**src/rtl/pseudo_spi_rx_intf.sv**
```systemverilog
// pseudo_spi_rx_intf: scan-chain receiver that shifts bytes in from SPI_SI and writes them to SRAM
//   CLK, RST         clock, asynchronous active-high reset
//   BGN              level start/abort/acknowledge from io_control
//   ADDR_BGN         first SRAM write address, latched at start
//   DATA_LEN         number of bytes to receive, latched at start
//   SPI_SI           serial data from the analog chip
//   SCLK1, SCLK2     non-overlapping two-phase scan clocks
//   SEL              parallel-capture select, high for the first bit slot only
//   CEN, D_WE, A, PO SRAM write port (CEN active-low)
//   spi_is_done      transfer complete, held until BGN drops
module pseudo_spi_rx_intf #(
    parameter int MEMORY_DATA_WIDTH = 8,
    parameter int MEMORY_ADDR_WIDTH = 9,
    parameter int RESERVED_DATA_LEN = 8,
    parameter int SCLK_DIV          = 1
) (
    input  logic                         CLK,
    input  logic                         RST,
    input  logic                         BGN,
    input  logic [MEMORY_ADDR_WIDTH-1:0] ADDR_BGN,
    input  logic [RESERVED_DATA_LEN-1:0] DATA_LEN,
    input  logic                         SPI_SI,
    output logic                         SCLK1,
    output logic                         SCLK2,
    output logic                         SEL,
    output logic                         CEN,
    output logic                         D_WE,
    output logic [MEMORY_ADDR_WIDTH-1:0] A,
    output logic [MEMORY_DATA_WIDTH-1:0] PO,
    output logic                         spi_is_done
);
    localparam int DW = SCLK_DIV > 1 ? $clog2(SCLK_DIV) : 1;
    localparam int SW = MEMORY_DATA_WIDTH > 1 ? $clog2(MEMORY_DATA_WIDTH) : 1;
    localparam logic [DW-1:0] DIV_MAX = DW'(SCLK_DIV - 1);
    localparam logic [SW-1:0] SL_MAX = SW'(MEMORY_DATA_WIDTH - 1);
    localparam logic [2:0] IDLE = 3'd0, LOAD = 3'd1, SHIFT = 3'd2, WRITE = 3'd3, DONE = 3'd4;
    logic [2:0]                   state_q, state_d;
    logic [1:0]                   ph_q, ph_d;
    logic [DW-1:0]                div_q, div_d;
    logic [SW-1:0]                sl_q, sl_d;
    logic [MEMORY_ADDR_WIDTH-1:0] addr_q, addr_d, a_q, a_d;
    logic [RESERVED_DATA_LEN-1:0] cnt_q, cnt_d;
    logic [MEMORY_DATA_WIDTH-1:0] shreg_q, shreg_d, po_q, po_d;
    logic                         run, div_end, slot_end;
    assign run      = state_q == LOAD || state_q == SHIFT;
    assign div_end  = div_q == DIV_MAX;
    assign slot_end = div_end && ph_q == 2'd3;
    always_comb begin
        state_d = state_q;
        addr_d  = addr_q;
        cnt_d   = cnt_q;
        shreg_d = shreg_q;
        a_d     = a_q;
        po_d    = po_q;
        sl_d    = sl_q;
        // Phase/divider counters only advance while scan clocks are running;
        // they sit at zero otherwise so every slot starts cleanly at P0.
        div_d   = run ? (div_end ? '0 : div_q + DW'(1)) : div_q;
        ph_d    = run && div_end ? ph_q + 2'd1 : ph_q;
        case (state_q)
            IDLE: if (BGN) begin
                addr_d  = ADDR_BGN;
                cnt_d   = DATA_LEN;
                ph_d    = '0;
                div_d   = '0;
                sl_d    = '0;
                state_d = DATA_LEN == '0 ? DONE : LOAD;
            end
            LOAD: state_d = slot_end ? SHIFT : LOAD;
            SHIFT: begin
                // Sample at the last CLK of P2, i.e. just before SCLK2 falls.
                if (div_end && ph_q == 2'd2)
                    shreg_d = MEMORY_DATA_WIDTH'({shreg_q, SPI_SI});
                if (slot_end) begin
                    sl_d = sl_q == SL_MAX ? '0 : sl_q + SW'(1);
                    if (sl_q == SL_MAX) begin
                        state_d = WRITE;
                        a_d     = addr_q;
                        po_d    = shreg_q;
                    end
                end
            end
            WRITE: begin
                addr_d  = addr_q + MEMORY_ADDR_WIDTH'(1);
                cnt_d   = cnt_q - RESERVED_DATA_LEN'(1);
                state_d = cnt_q == RESERVED_DATA_LEN'(1) ? DONE : SHIFT;
            end
            DONE: state_d = BGN ? DONE : IDLE;
            default: state_d = IDLE;
        endcase
        // Abort: the write strobe of a WRITE cycle is already on the bus, so only
        // the following cycle is forced back to idle outputs.
        if ((run || state_q == WRITE) && !BGN) begin
            state_d = IDLE;
            a_d     = '0;
            po_d    = '0;
        end
    end
    always_ff @(posedge CLK or posedge RST) begin
        if (RST) begin
            state_q <= IDLE;
            ph_q    <= '0;
            div_q   <= '0;
            sl_q    <= '0;
            addr_q  <= '0;
            cnt_q   <= '0;
            shreg_q <= '0;
            a_q     <= '0;
            po_q    <= '0;
        end else begin
            state_q <= state_d;
            ph_q    <= ph_d;
            div_q   <= div_d;
            sl_q    <= sl_d;
            addr_q  <= addr_d;
            cnt_q   <= cnt_d;
            shreg_q <= shreg_d;
            a_q     <= a_d;
            po_q    <= po_d;
        end
    end
    assign SCLK1       = run && ph_q == 2'd0;
    assign SCLK2       = run && ph_q == 2'd2;
    assign SEL         = state_q == LOAD;
    assign CEN         = state_q != WRITE;
    assign D_WE        = state_q == WRITE;
    assign A           = a_q;
    assign PO          = po_q;
    assign spi_is_done = state_q == DONE;
endmodule
```
**config.mk**
```make
export PLATFORM = sky130hd
export DESIGN_NAME = pseudo_spi_rx_intf
export DESIGN_NICKNAME = d
export VERILOG_FILES = /design/src/rtl/pseudo_spi_rx_intf.sv
export SDC_FILE = /design/constraint.sdc
export NUM_CORES = 1
export LEC_CHECK = 0
export ABC_CLOCK_PERIOD_IN_PS = 2530
export BUFFER_PORTS_ARGS = -buffer_cell sky130_fd_sc_hd__buf_2
export CORE_MARGIN = 10
export CORE_UTILIZATION = 25
export DETAILED_ROUTE_END_ITERATION = 8
export GPL_ROUTABILITY_DRIVEN = 1
export GPL_TIMING_DRIVEN = 0
export PLACE_DENSITY = 0.49
export SYNTH_ARGS = -nofsm -noshare
export SYNTH_HDL_FRONTEND = slang
export SYNTH_SLANG_ARGS = --single-unit
```
**constraint.sdc**
```tcl
create_clock -name CLK -period 2.53 [get_ports CLK]
set_clock_uncertainty 0.15 [all_clocks]
set_input_delay 0.253 -clock CLK [delete_from_list [all_inputs] [get_ports CLK]]
set_output_delay 0.253 -clock CLK [all_outputs]
set_load 0.02 [all_outputs]
```
==> flow_metrics.tcl <==
set metrics [dict create \
    finalMaxSlewViolations 0 \
    grtUsageTotal 0.0868 \
    htree_levels 2 \
    routedWlPerCell_microns 14.7 \
    synth-async-reset-ratio 1.00 \
    rsz0062_at_grt "no" \
    drt_wl_total_microns 6100 \
    viasPerCell 4.50 \
    initial_core_util 0.253 \
    areaGrowthSynthToFinish_pct 22.2 \
    yosysMostFrequentCell "dfrtp_1" \
    fillers 993 \
    yosysWarnings 0 \
    max_slew_margin 0.590 \
    drtIter0Drc 102 \
    regArea_sq_mm 0.00128 \
    hold_ws_ns 0.0167 \
    crit_path_end_kind "register" \
    grt_pass1_wl_microns 10200 \
    antenna_found_initial 1 \
    clock_latency_ns 0.30 \
    yosys.area.top_type "dfrtp_1" \
    period_share 0.875 \
    grt_pass1_vias 1970 \
    fmax_ghz 0.452 \
    num_vias 1866 \
    post_cts_buffers 0 \
    firstDrtPassIters 4 \
    power-per-cell-area_mw_per_mm2 786 \
    fin_tns_setup_ns 0 \
    required_ns 2.58 \
    gr-total-overflow 0 \
    place_inst 406 \
    status "finished, final reports clean" \
    worst-path-buf-inv 2 \
    synth_seq_cells 51 \
    crit_path_max_fanout 10 \
    finalSetupViolCount 0 \
    synthCells 229 \
    synth_common_cells "dfrtp_1 (51), nand2_1 (26), a22o_1 (17), nor2_1 (13), o21ai_0 (9)" \
    hold_viol_final 0 \
    hold_path.class "input port to register" \
    synth_top_flop_cell "dfrtp_1" \
    die_area_sq_mm 0.0142 \
    coreArea_sq_mm 0.00968 \
    fp.dieW_microns 119 \
    synth.avg_cell_area_sq_um 10.7 \
    seq_area_frac_synth 0.520 \
    dp_hpwl_microns 4490 \
    slowest_delay_ns 0.40 \
    gp_congestion 0.767 \
    yosys.area.top_type_share 0.520 \
    die_h_microns 119 \
    postRouteAntennaNets 0 \
    synthesis.area_sq_mm 0.00245 \
    clockBufferDepth 2 \
    synth.area.top_cells "dfrtp_1 (52%), a22o_1 (6.1%), ha_1 (4.1%)" \
    num_antenna_cells 0 \
    worstSetupPathType "register to register" \
    final_nets 310 \
    root_buffer "clkbuf_8" \
    worstPathArrival_ns 2.26 \
    worst_slew_pin_slew_ns 0.612 \
    final_layout_size_suffix_gt1_frac 0.227 \
    ys_types 49 \
    multiInputGateArea_sq_mm 0.00107 \
    synth_edf_count 0 \
    io_buffers 43 \
    cap_viol_max_count 0 \
    grt_max_degree 32 \
    drc 0 \
    fin_cells 415 \
    clk_pin_slew_ns 0.09 \
    min_period_ns 2.21 \
    row_count 36 \
    io_pins 44 \
    p_total_mw 2.36 \
    synth_fp_nets 258 \
    tritoncts "done" \
    cts_num_sinks 51 \
    p_leak_nw 1.41 \
    crit_slowest_cell "dfrtp_1" \
    cts_resized 0 \
    irDropWorstVdd_mv 0.286 \
    startpoint_type "register" \
    path_delay_family "compound AO/OA/AOI/OAI gates" \
    numCtsBuffers 5 \
    crit_chain "ha_1 > nor2b_1 > nand3b_1 > a211o_1 > clkbuf_1 > buf_2 > a22o_1" \
]
routing by layer:
| metal | vias up | GRT usage | routed length, microns |
|---|---|---|---|
| li1 | 954 | - | - |
| met2 | 30 | 0.143 | 2810 |
| met1 | 878 | 0.103 | 2870 |
| met3 | 4 | 0.0321 | 370 |
| met5 | - | 0 | 0 |
| met4 | 0 | 0.0252 | 45 |
cells by family after synthesis:
family          count (synthesis)  share of synthesized area
mux                             9                     0.0408
fa+ha+maj                       8                     0.0408
simple gates                   84                      0.185
buf+inv                        21                     0.0423
flops                          51                      0.520
compound gates                 54                      0.165
xor+xnor                        2                    0.00714
placed cells by master, fill, tap and decap left out, types with 4 or more instances in the layout:
cell      netlist  final
nand2_1        26     26
nor2_1         13     13
clkbuf_8        0      5
nand3_1         7      7
o211ai_1        5      5
nor3_1          7      7
a22o_1         17     17
nor4_1          5      5
clkbuf_1        3      4
buf_2           5     48
a21oi_1         6      6
mux2_1          8      8
o21ai_0         9      9
dfrtp_1        51     51
ha_1            8      8
inv_1           8      7
sequential cells by signal (all words and copies together) (netlist names), 2 cells and up:
signal,count
sl_q,3
ph_q,2
cnt_q,8
A,9
PO,8
addr_q,9
state_q,3
shreg_q,8
final timing paths:
check / from / depth (start not counted) / slack, ns / to
max: ph_q[1] / 7 / 0.32 / A[3]
min: SPI_SI / 2 / 0.02 / shreg_q[0]
max reg2reg: ph_q[1] / 7 / 0.32 / A[3]
min reg2reg: PO[7] / 1 / 0.35 / PO[7]
max in group asynchronous: RST / 4 / 1.34 / state_q[2]
min in group asynchronous: RST / 3 / 0.36 / PO[6]
area by class of cell:
type | count | share of cell area
buffer | 12 | 0.0234
inverter | 9 | 0.0113
tap | 133 | 0.0555
clock buffer | 6 | 0.0242
clock inverter | 2 | 0.0200
sequential | 51 | 0.426
timing repair buffer | 45 | 0.0818
multi-input combinational | 157 | 0.358
power breakdown:
part	internal (mW)	switching (mW)	leakage, nW	total (mW)
Combinational	0.242	0.330	0.673	0.572
Clock	0.395	0.272	0.0654	0.668
Sequential	0.958	0.158	0.668	1.12
through the flow:
step / util / setup WS [ns] / instance area [sq um]
after floorplan: - / 0.621 / 2450
after global placement: 0.293 / 0.143 / 2840
after detailed placement: 0.295 / 0.318 / 2860
after CTS: 0.310 / 0.288 / 3000
after global routing: 0.310 / 0.140 / 3000
final: 0.310 / 0.315 / 3000
timing repair:
action                                  in CTS  in global routing
hold endpoints to repair                    20                  0
hold buffers                                 1                  0
endpoints found under the setup margin       0                  0
worst reg2reg max path: stages, from the launching register on:
cell	delay, ns
dfrtp_1	0.40
ha_1	0.15
nor2b_1	0.34
nand3b_1	0.13
a211o_1	0.30
clkbuf_1	0.23
buf_2	0.24
a22o_1	0.19
(Power assumes the default switching activity.)
